### src/rtl/uart_cmd_queue.sv
// Command queue fed by the UART receiver: one byte per rx_valid rising edge,
// keeps only the U/D/L/R command bytes and presents the oldest one to the CPU.
module uart_cmd_queue #(
  parameter int DEPTH = 8
) (
  input  logic                     clk,
  input  logic                     rst,
  input  logic [7:0]               rx_data,
  input  logic                     rx_valid,
  input  logic                     pop,
  input  logic                     clr_ovf,
  output logic [31:0]              cmd_data,
  output logic                     cmd_valid,
  output logic [$clog2(DEPTH):0]   count,
  output logic                     overflow,
  output logic [3:0]               leds
);

  localparam int AW = $clog2(DEPTH);
  localparam logic [AW:0] FULL_CNT = (AW+1)'(DEPTH);

  logic [7:0]    mem_q [DEPTH];
  logic [AW-1:0] head_q, head_d;
  logic [AW-1:0] tail_q, tail_d;
  logic [AW:0]   count_q, count_d;
  logic          prev_valid_q, prev_valid_d;
  logic          overflow_q, overflow_d;
  logic [3:0]    leds_q, leds_d;

  logic          byte_ev, legal, full, do_push, do_pop, drop;
  logic [3:0]    cmd_code;

  always_comb begin
    cmd_code = 4'b0000;
    case (rx_data)
      8'h55:   cmd_code = 4'b0001;
      8'h44:   cmd_code = 4'b0010;
      8'h4C:   cmd_code = 4'b0100;
      8'h52:   cmd_code = 4'b1000;
      default: cmd_code = 4'b0000;
    endcase
  end

  always_comb begin
    byte_ev = rx_valid & ~prev_valid_q;
    legal   = byte_ev & (cmd_code != 4'b0000);
    full    = (count_q == FULL_CNT);
    do_pop  = pop & (count_q != '0);
    // A pop frees the slot on the same edge, so a full queue can still accept.
    do_push = legal & (~full | pop);
    drop    = legal & full & ~pop;

    prev_valid_d = rx_valid;
    head_d       = do_pop  ? head_q + 1'b1 : head_q;
    tail_d       = do_push ? tail_q + 1'b1 : tail_q;
    leds_d       = do_push ? cmd_code : leds_q;

    count_d = count_q;
    if (do_push && !do_pop)
      count_d = count_q + 1'b1;
    else if (do_pop && !do_push)
      count_d = count_q - 1'b1;

    overflow_d = overflow_q;
    if (clr_ovf)
      overflow_d = 1'b0;
    if (drop)
      overflow_d = 1'b1;
  end

  always_ff @(posedge clk or posedge rst) begin
    if (rst) begin
      head_q       <= '0;
      tail_q       <= '0;
      count_q      <= '0;
      prev_valid_q <= 1'b0;
      overflow_q   <= 1'b0;
      leds_q       <= 4'b0000;
    end else begin
      head_q       <= head_d;
      tail_q       <= tail_d;
      count_q      <= count_d;
      prev_valid_q <= prev_valid_d;
      overflow_q   <= overflow_d;
      leds_q       <= leds_d;
    end
  end

  // Storage is deliberately unreset; it is masked whenever the queue is empty.
  always_ff @(posedge clk) begin
    if (do_push)
      mem_q[tail_q] <= rx_data;
  end

  assign cmd_valid = (count_q != '0);
  assign cmd_data  = cmd_valid ? {24'h0, mem_q[head_q]} : 32'h0;
  assign count     = count_q;
  assign overflow  = overflow_q;
  assign leds      = leds_q;

endmodule
### config.mk
export PLATFORM = sky130hd
export DESIGN_NAME = uart_cmd_queue
export DESIGN_NICKNAME = d
export VERILOG_FILES = /design/src/rtl/uart_cmd_queue.sv
export SDC_FILE = /design/constraint.sdc
export NUM_CORES = 1
export LEC_CHECK = 0
export CELL_PAD_IN_SITES_DETAIL_PLACEMENT = 1
export CELL_PAD_IN_SITES_GLOBAL_PLACEMENT = 2
export CORE_MARGIN = 3
export CORE_UTILIZATION = 39
export DETAILED_ROUTE_END_ITERATION = 6
export HOLD_SLACK_MARGIN = 0.05
export PLACE_DENSITY = 0.8
export SLEW_MARGIN = 10
export SYNTH_ARGS = -nofsm -noshare
export SYNTH_HDL_FRONTEND = slang
export SYNTH_SLANG_ARGS = --single-unit
### constraint.sdc
create_clock -name clk -period 3 [get_ports clk]
set_clock_uncertainty 0.05 [all_clocks]
set_input_delay 0.9 -clock clk [delete_from_list [all_inputs] [get_ports clk]]
set_output_delay 0.9 -clock clk [all_outputs]
set_load 0.05 [all_outputs]
==> impl_metrics.py <==
metrics = {
    "outcome": {
        "status": "complete, no violations",
    },
    "synth": {
        "ys_types": 40,
        "synth-seq-cells": 80,
        "netlist_area_um2": 3550,
        "yosysWarnings": 0,
        "ys_seq_area_share_pct": 65.5,
        "syn_avg_cell_area_um2": 16.7,
        "synth_edf_count": 64,
        "ys_top_cells_by_area": "edfxtp_1 (54%), dfrtp_1 (11%), mux4_2 (10%)",
        "synthCells": 212,
        "synth_top_area_share_pct": 54.2,
        "synth_largest_area_cell": "edfxtp_1",
        "synthArstFlopShare_pct": 20.0,
        "yosys_most_used_dff": "edfxtp_1",
    },
    "setup_path": {
        "r2r-end": "count[3]",
        "r2r_slack_ps": 570,
        "crit_type": "in -> reg",
        "crit_required_ps": 3220,
        "r2r_start": "count[1]",
        "cp-start-kind": "primary input",
        "end_kind": "register",
        "r2r_cells": 11,
        "crit_arrival_ps": 3130,
        "path_max_fanout": 3,
    },
    "clock_tree": {
        "clock_latency_ps": 350,
        "cts_tree": "done",
        "cts_made_buffers": 9,
        "cts.clk_slew.worst_paths_ps": 90,
        "ctsHtreeMaxLevel": 3,
        "hold_buffers": 0,
        "cts_buffer_depth": 2,
        "clock-sinks": 80,
        "cts_root_buf": "clkbuf_8",
    },
    "detailed_routing": {
        "drt-total-wl_mm": 7.24,
        "ant_nets": 0,
        "vias": 1949,
        "drt_iter0_markers": 83,
        "drc": 0,
        "via_per_inst": 4.95,
        "wl_per_cell_um": 18.4,
        "drt_first_pass_iters": 4,
    },
    "grt": {
        "busiest_layer": "met2",
        "grt_pass1_vias": 2094,
        "met2_usage_pct": 26.2,
        "grt_overflow": 0,
        "grt_util_met1_pct": 20.4,
        "antenna_found_initial": 0,
        "grt_use_met3_pct": 3.93,
        "grt_pass1_wl_mm": 11.7,
        "grt_max_degree": 19,
        "grt.total_usage_pct": 15.6,
    },
    "place": {
        "port_buffers": 30,
        "gp_congestion": 0.680,
        "hpwl_mm": 4.98,
        "dp_cells": 375,
    },
    "floorplanning": {
        "dieWidth_um": 101,
        "rows": 34,
        "initial_core_util_pct": 40.5,
        "io_pins": 55,
        "core_um2": 8760,
        "die_y_um": 101,
        "die_area_um2": 10300,
    },
    "sta": {
        "hold_viol": 0,
        "setup_violations": 0,
        "period_minus_slack_ps": 2910,
        "worst_slew_pin_slew_ps": 613,
        "fin_crit_sh_pct": 96.9,
        "slew_violations": 0,
        "rsz0062_at_grt": "no",
        "clock.fmax_ghz": 0.344,
        "timing.slew.headroom_pct": 59.1,
    },
    "power_and_ir_drop": {
        "pwr-share-clk_pct": 23.8,
        "p_sw_mw": 1.44,
        "swShare_pct": 38.1,
        "intPower_mw": 2.33,
        "ir_drop_uv": 490,
        "p_leak_nw": 1.65,
        "seqPwrFrac_pct": 36.3,
        "power_frac_comb_pct": 39.9,
        "p_per_area_nw_per_um2": 864,
    },
    "worst_hold_path": {
        "holdPathEnd": "leds[0]",
        "holdPathStages": 1,
        "min_from": "leds[0]",
        "hp-class": "reg -> reg",
    },
    "flow_run": {
        "drv_cap": 0,
    },
    "cells_and_area": {
        "finalCoreUtilization_pct": 49.8,
        "drive_gt1_share_pct": 32.5,
        "n_fill_cell": 885,
        "stdcell_count": 394,
        "synthToLayoutAreaGrowth_pct": 23.1,
        "antenna_cells": 0,
        "fin_nets": 300,
    },
}
[routing by layer]
metal	routed length [um]	share of wire [%]
met5	0	0
met3	309	4.3
met2	3620	50
met4	70	0.97
met1	3240	45
[layout make-up]
class	instances	area, um^2	share of cell area, %
clock buffer	9	124	2.84
multi-input combinational	116	1110	25.4
clock inverter	7	103	2.35
inverter	8	30.0	0.688
tap	108	135	3.10
timing repair buffer	66	544	12.5
sequential	80	2320	53.2
[worst max-delay path by stage]
| stage | start | endpoint | slack [ps] | cells after the start |
|---|---|---|---|---|
| floorplan | rx_data[7] | mem_q[0][0] | -80 | 5 |
| global placement | rx_data[2] | count[3] | -550 | 12 |
| detailed placement | rx_data[2] | count[3] | -650 | 12 |
| CTS | rx_data[2] | count[3] | 4 | 12 |
| global route | rx_data[1] | count[3] | 3 | 13 |
| finish | rx_data[5] | count[3] | 90 | 12 |
[kinds of logic (layout without fill, tap and decap cells)]
logic type,count (synthesis),count (layout),synth area share (%)
compound gates,10,10,2.26
simple gates,38,38,6.56
buf+inv,39,90,6.95
xor+xnor,7,7,1.73
fa+ha+maj,6,6,2.33
other cells,1,24,0.106
mux,31,31,14.6
flops,80,80,65.5
[layout by cell type, fill, tap and decap left out, types with 2 or more instances in the layout]
cell type        count
conb_1              24
edfxtp_1            64
inv_6                2
xnor2_1              7
dfrtp_1             16
mux2_2               2
inv_1                6
bufinv_16            2
mux4_2              16
mux2i_1              9
nor3_1               4
ha_1                 4
nor4_1               4
o21ai_0              2
mux2_1               4
clkdlybuf4s50_1     14
nand2_1              3
dlygate4sd2_1        5
nor2_1              14
inv_2                2
buf_4               44
a21o_1               2
clkbuf_8             9
clkinv_4             2
clkbuf_2             2
or3b_4               2
[stage by stage]
| step | setup WS (ps) | cell area (um^2) | setup TNS [ps] | hold WS, ps | power, mW |
|---|---|---|---|---|---|
| after floorplan | -81.8 | 3670 | -3280 | 498 | 2.50 |
| after global placement | -547 | 4120 | -18570 | 427 | 2.91 |
| after detailed placement | -653 | 4120 | -24410 | 420 | 2.93 |
| after CTS | 3.78 | 4370 | 0 | 449 | 3.83 |
| after global routing | 2.79 | 4370 | 0 | 477 | 3.98 |
| final | 91.7 | 4370 | 0 | 443 | 3.77 |
[power groups by stage]
stage	clock network, mW	registers (mW)	logic [mW]
6_report	0.896	1.37	1.51
5_1_grt	0.975	1.39	1.61
4_1_cts	0.916	1.37	1.54
3_5_place_dp	0	1.40	1.53
3_3_place_gp	0	1.40	1.51
2_1_floorplan	0	1.44	1.06
[registers in the layout (all words and copies together), names as in the netlist]
register	flops
count	4
head_q	3
leds	4
mem_q	64
overflow	1
prev_valid_q	1
tail_q	3
[cell usage after synthesis, types with 2 or more instances]
library cell  instances
dfrtp_1              16
mux2_1                4
nor2_1               14
nand2_1               3
xnor2_1               7
buf_1                 3
o21ai_0               2
a21oi_1               2
edfxtp_1             64
nor3_1                4
buf_4                24
mux2i_1               9
buf_2                 2
inv_1                 8
mux2_2                2
a21o_1                2
mux4_2               16
ha_1                  5
nor4_1                4
[critical path, cell delays in order]
cell,delay (ps)
dlygate4sd2_1,240
or3b_4,430
a211oi_4,280
o21ai_4,90
inv_2,70
ha_4,130
inv_2,40
ha_1,270
a21o_1,170
a21oi_2,150
mux2i_1,220
xnor2_1,140
[repair_timing]
action | 4_1_cts | 5_1_grt
buffers inserted | 3 | 0
resized for setup | 8 | 5
pin swaps | 6 | 0
setup endpoints to repair | 21 | 16
No activity file was read; power rests on OpenSTA's default activity.
